**src/rtl/rotate_detect.sv**
```systemverilog
`default_nettype none
// ============================================================================
// Module   : rotate_detect
// Purpose  : Sequential search for the shortest left/right rotation that maps
//            one word onto another, testing one candidate rotation per cycle.
// Revision : 1.0 - initial release
// ============================================================================
module rotate_detect #(
    parameter  int WIDTH = 8,
    localparam int AW    = $clog2(WIDTH)
) (
    input  logic             clk,
    input  logic             reset,
    input  logic             start,
    input  logic [WIDTH-1:0] original,
    input  logic [WIDTH-1:0] rotated,
    output logic             busy,
    output logic             done,
    output logic             found,
    output logic [AW-1:0]    amount,
    output logic             right_not_left
);

    typedef enum logic [1:0] {
        S_IDLE   = 2'd0,
        S_SEARCH = 2'd1,
        S_DONE   = 2'd2
    } state_t;

    localparam logic [AW:0]   c_WIDTH = (AW+1)'(WIDTH);
    localparam logic [AW-1:0] c_HALF  = AW'(WIDTH / 2);
    localparam logic [AW-1:0] c_KMAX  = AW'(WIDTH - 1);
    localparam logic [AW-1:0] c_ONE   = AW'(1);

    state_t           r_state;
    logic [WIDTH-1:0] r_cand;
    logic [WIDTH-1:0] r_tgt;
    logic [AW-1:0]    r_k;
    logic             r_found;
    logic [AW-1:0]    r_amount;
    logic             r_rnl;

    state_t           w_state_nxt;
    logic [WIDTH-1:0] w_cand_nxt;
    logic [WIDTH-1:0] w_tgt_nxt;
    logic [AW-1:0]    w_k_nxt;
    logic             w_found_nxt;
    logic [AW-1:0]    w_amount_nxt;
    logic             w_rnl_nxt;

    always_ff @(posedge clk or posedge reset) begin
        if (reset) begin
            r_state  <= S_IDLE;
            r_cand   <= '0;
            r_tgt    <= '0;
            r_k      <= '0;
            r_found  <= 1'b0;
            r_amount <= '0;
            r_rnl    <= 1'b0;
        end else begin
            r_state  <= w_state_nxt;
            r_cand   <= w_cand_nxt;
            r_tgt    <= w_tgt_nxt;
            r_k      <= w_k_nxt;
            r_found  <= w_found_nxt;
            r_amount <= w_amount_nxt;
            r_rnl    <= w_rnl_nxt;
        end
    end

    always_comb begin
        w_state_nxt  = r_state;
        w_cand_nxt   = r_cand;
        w_tgt_nxt    = r_tgt;
        w_k_nxt      = r_k;
        w_found_nxt  = r_found;
        w_amount_nxt = r_amount;
        w_rnl_nxt    = r_rnl;
        case (r_state)
            S_IDLE, S_DONE: begin
                if (start) begin
                    w_state_nxt = S_SEARCH;
                    w_cand_nxt  = original;
                    w_tgt_nxt   = rotated;
                    w_k_nxt     = '0;
                end else begin
                    w_state_nxt = S_IDLE;
                end
            end
            S_SEARCH: begin
                if (r_cand == r_tgt) begin
                    // Left distances past the halfway point are reported as the shorter right rotation.
                    w_state_nxt = S_DONE;
                    w_found_nxt = 1'b1;
                    if (r_k > c_HALF) begin
                        w_amount_nxt = AW'(c_WIDTH - {1'b0, r_k});
                        w_rnl_nxt    = 1'b1;
                    end else begin
                        w_amount_nxt = r_k;
                        w_rnl_nxt    = 1'b0;
                    end
                end else if (r_k == c_KMAX) begin
                    w_state_nxt  = S_DONE;
                    w_found_nxt  = 1'b0;
                    w_amount_nxt = '0;
                    w_rnl_nxt    = 1'b0;
                end else begin
                    w_cand_nxt = {r_cand[WIDTH-2:0], r_cand[WIDTH-1]};
                    w_k_nxt    = r_k + c_ONE;
                end
            end
            default: w_state_nxt = S_IDLE;
        endcase
    end

    assign busy           = (r_state == S_SEARCH);
    assign done           = (r_state == S_DONE);
    assign found          = r_found;
    assign amount         = r_amount;
    assign right_not_left = r_rnl;

endmodule
`default_nettype wire

```
**config.mk**
```make
export PLATFORM = sky130hd
export DESIGN_NAME = rotate_detect
export DESIGN_NICKNAME = d
export VERILOG_FILES = /design/src/rtl/rotate_detect.sv
export SDC_FILE = /design/constraint.sdc
export NUM_CORES = 1
export LEC_CHECK = 0
export BUFFER_PORTS_ARGS = -buffer_cell sky130_fd_sc_hd__buf_2
export CORE_MARGIN = 2
export CORE_UTILIZATION = 36
export CTS_CLUSTER_DIAMETER = 100
export DETAILED_ROUTE_END_ITERATION = 8
export PLACE_DENSITY = 0.6
export RECOVER_POWER = 25
export SLEW_MARGIN = 20
export SYNTH_ARGS = -nofsm -noshare
export SYNTH_HDL_FRONTEND = slang
export SYNTH_SLANG_ARGS = --single-unit
```
**constraint.sdc**
```tcl
create_clock -name clk -period 5.5 [get_ports clk]
set_clock_uncertainty 0.15 [all_clocks]
set_input_delay 0.55 -clock clk [delete_from_list [all_inputs] [get_ports clk]]
set_output_delay 0.55 -clock clk [all_outputs]
set_load 0.02 [all_outputs]
```
Word-level counts from Yosys, hierarchy flattened --
Cells that the tools add are included.
Operators by class: magnitude comparators 1, mux-type cells 19, $add $sub $neg 2, bitwise logic cells 0, eq/ne operators 8, reductions and logical operators 7, multiply operators 0, divide/modulo/power cells 0, shifts and indexed selects 0
Operators by type and width (count):
- 2-to-1 mux 8 bit | 3
- 2-to-1 mux 3 bit | 6
- case mux 8 bit (2 select lines) | 1
- == test 8 bit | 1
- inequality test 2 bit (second input constant) | 3
- case mux 3 bit (2 select lines) | 1
- 2-to-1 mux 1 bit | 5
- 2-to-1 mux 2 bit | 2
- case mux 2 bit (2 select lines) | 1
- AND reduction 2 bit | 2
- AND reduction 4 bit | 1
- nonzero test 2 bit | 2
- adder 3 x 1 -> 3 bit (second input constant) | 1
- == test 3 bit (second input constant) | 1
- greater-than comparator 3 bit (second input constant) | 1
- inequality test 3 x 1 -> 1 bit (second input constant) | 1
- subtractor 1 x 3 -> 3 bit (first input constant) | 1
- == test 2 x 1 -> 1 bit (second input constant) | 1
- == test 2 bit (second input constant) | 1
- logical NOT 2 bit | 1
- OR reduction 2 bit | 1
Word-level totals: bits in latches 0, bits of input ports 19, memory bits (read-only) 0, memories 0, flip-flop bits (word level) 26, RAM bits 0, logic and storage cells 44

Longest topological paths before layout --
depth in word-level cells 4, mapped depth 6, depth with buffers taken out 6

Least setup slack after synthesis --
No wires, ideal clock.
path type register to register, from register r_k[0], to register r_cand[0], stages on the path, launching flop included 5, slack 3593 ps, path buffers 0, clock period less this slack 1907 ps, arrival time 1632 ps, cell sequence dfrtp_1 > ha_1 > ha_1 > o31ai_4 > mux2_2
Between the ends: cells in the longest elaborated chain, start to end 3
Ends and longest elaborated chain:
- start, declared | RTL line 38 | logic [AW-1:0] r_k;
- start signal, assigned | RTL line 64 | r_k <= w_k_nxt;
- == test 3 bit | RTL line 102 | end else if (r_k == c_KMAX) begin
- inequality test 2 bit (no source line)
- AND reduction 4 bit (no source line)
- end signal, assigned | RTL line 62 | r_cand <= w_cand_nxt;
- end, declared | RTL line 36 | logic [WIDTH-1:0] r_cand;
No other way between the ends. A chain may end at the register's enable or synchronous reset.

Worst setup path in the final report --
from register r_state[1], to output busy
Between the ends: cells in the longest elaborated chain, start to end 1
Ends and longest elaborated chain:
- start, declared | RTL line 35 | state_t r_state;
- start signal, assigned | RTL line 61 | r_state <= w_state_nxt;
- == test 2 x 1 -> 1 bit | RTL line 116 | assign busy = (r_state == S_SEARCH);
- end, declared | RTL line 17 | output logic busy,
No other way between the ends.

==> metrics <==
outcome=complete, no violations; Comb pwr share=48.6%; power share of the clock group=9.3%; Post-Synthesis Net Count=133; I/O Pins=26; Setup Viol. Count Final=0; Final period util=44.23%; Post-CTS Setup Inserts=0; met2 Usage GRT=19.76%; synthesized cell area=1245 um^2; post-synthesis compound-gate area fraction=6.633%; Flop pwr share=42.0%; RePlAce Congestion=0.7284; critical path type=reg2out; final core occ=43.12%; NetSw=0.3147 mW; Sw Ratio=37.84%; post-DP HPWL=1671 um; fmax=411.1 MHz; WL final=2163 um; setup repair after global routing missed its margin=no; Setup Slack @ Placement=3.042 ns; register area share after synthesis=52.26%; pwr dens=577.9 nW/um^2; port buffer count=25; post-placement cell area=1416 um^2; CP Data Required Time=4.80 ns; Global Route met3 Usage=4.324%; total global routing overflow=0; GR Util met1=15.96%; Die ar.=3944 um^2; CP peak stage delay=0.40 ns; H-tree depth=1; clock slew at reported path FFs=0.13 ns; antenna violations before repair=0; final hold vios=0; worst skew pair latency=0.32 ns; total of max-cap violations=0; Die Y-Extent=62.81 um; 1st-pass router iterations=4; die width=62.81 um; CTS resizes=0; warnings from Yosys=0; Post-route DRC=0; Vias per Instance=4.698; initial core utilization=37.31%; Area growth syn-to-layout=15.58%; cts bufs inserted=3; CP endpoint kind=output pin; WP buf/inv=2; CTS root buffer=clkbuf_4; delay-heaviest family, CP=buffers and inverters; Final ANT Viol Nets=0; fin worst setup slack=3.068 ns; area share of the largest cell type after synthesis=52.26%; Avg Cell Area, Syn=11.22 um^2; fraction of the mapped netlist area in adder cells=3.015%; first-pass GRT wire length=3836 um; Max IR drop VDD=268.0 uV; DR WL/cell=11.88 um; post-synth top area cell=dfrtp_1; Distinct cells, synth=21; row count=21; CTS tree=done; largest family of logic cells by synthesized area=multiplexers; type of the most critical hold path=in2async; startpoint class of the critical path=flop; Clock Tree Buf Depth=2; Iter 0 DRT Violations=28; Rel. slew slack=38.42%; Synth Area in XOR/XNOR=5.628%; clock sink count=26; Syn Inst Count=111; Final Net Count=160; mux cell area share after synthesis=16.28%; core area=3337 um^2; CP cell instances=nand2b_1 -> inv_1 -> buf_2; cells taking the most area after synthesis=dfrtp_1, mux2_2, nand2_1; total global-route track usage=12.49%; via count=855; largest net degree at the start of global routing=27; # hold bufs at CTS=0; Top Usage Layer GRT=met2; Final Slew Violations=0; Final min period=2.432 ns; FF+latch count, synth=26; n_diodes=0; vias in the first global route=868; CP max FO=13; Simple-Gate Fraction of Synth Area=13.47%; Pint=0.5169 mW; Leakage Power=0.7081 nW; Worst-Margin Slew=0.9218 ns; arrival time at the worst endpoint=1.73 ns; slowest CP cell=dfrtp_1; share of layout cells above drive strength 1=35.29%; TNS Setup=0 ns; Final Instance Area=1439 um^2; most frequent cells in the layout=nand2_1, dfrtp_1, buf_2
## power groups by stage
stage	logic, mW	clock network (mW)	registers [mW]
after detailed placement	0.411	0	0.355
after CTS	0.412	0.0817	0.351
after global placement	0.397	0	0.351
after global routing	0.454	0.0895	0.362
after floorplan	0.322	0	0.353
final	0.404	0.0777	0.349
## cell usage after synthesis
library cell,instances
a21o_1,1
a22o_1,3
a32o_1,1
buf_1,1
clkbuf_1,2
dfrtp_1,26
ha_1,3
inv_1,6
mux2_2,18
nand2_1,26
nand2b_1,1
nand4_1,2
nor2_1,1
nor2_2,1
nor2b_1,4
nor3_1,2
nor4_1,1
o21ai_0,2
o21bai_1,1
o31ai_4,1
xnor2_1,8
## registers in the layout, indices dropped and copies added, names as in the netlist
name	cells
r_cand	8
r_k	3
r_state	2
amount	3
r_tgt	8
found	1
right_not_left	1
## path summary, 6_finish.rpt
kind	slack (ns)	cells after the start	startpoint	end
min in group clk	0.31	2	rotated[2]	r_tgt[2]
max in group asynchronous	4.64	2	reset	r_tgt[6]
hold / removal	0.14	2	reset	r_tgt[1]
setup reg to reg	3.32	4	r_state[0]	r_cand[4]
setup / recovery	3.07	3	r_state[1]	busy
hold reg to reg	0.33	1	found	found
## layout make-up
cell class                 instances  area (um^2)
fill                             340         1898
sequential                        26        650.6
multi-input combinational         76        560.5
timing repair buffer              25        125.1
tap                               46        57.56
clock buffer                       3        22.52
inverter                           6        22.52
## metal layers
| metal | routed length [um] | vias to the layer above |
|---|---|---|
| met4 | 35 | 0 |
| met5 | 0 | - |
| met1 | 994 | 402 |
| met2 | 1027 | 20 |
| met3 | 106 | 5 |
| li1 | - | 428 |
## metrics by stage
step / total power [mW] / cells / hold WS, ns
4_1_cts: 0.8447 / 182 / 0.2929
6_report: 0.8316 / 182 / 0.1440
3_5_place_dp: 0.7665 / 179 / 0.3113
5_1_grt: 0.9060 / 182 / 0.1988
2_1_floorplan: 0.6751 / 111 / 0.3522
3_3_place_gp: 0.7480 / 179 / 0.3059
## cells by family (layout without fill, tap and decap cells)
| group | Yosys count | count (layout) |
|---|---|---|
| buf+inv | 9 | 34 |
| fa+ha+maj | 3 | 3 |
| simple gates | 38 | 38 |
| mux | 18 | 18 |
| xor+xnor | 8 | 8 |
| compound gates | 9 | 9 |
| flops | 26 | 26 |
No activity file was read; power rests on OpenSTA's default activity.
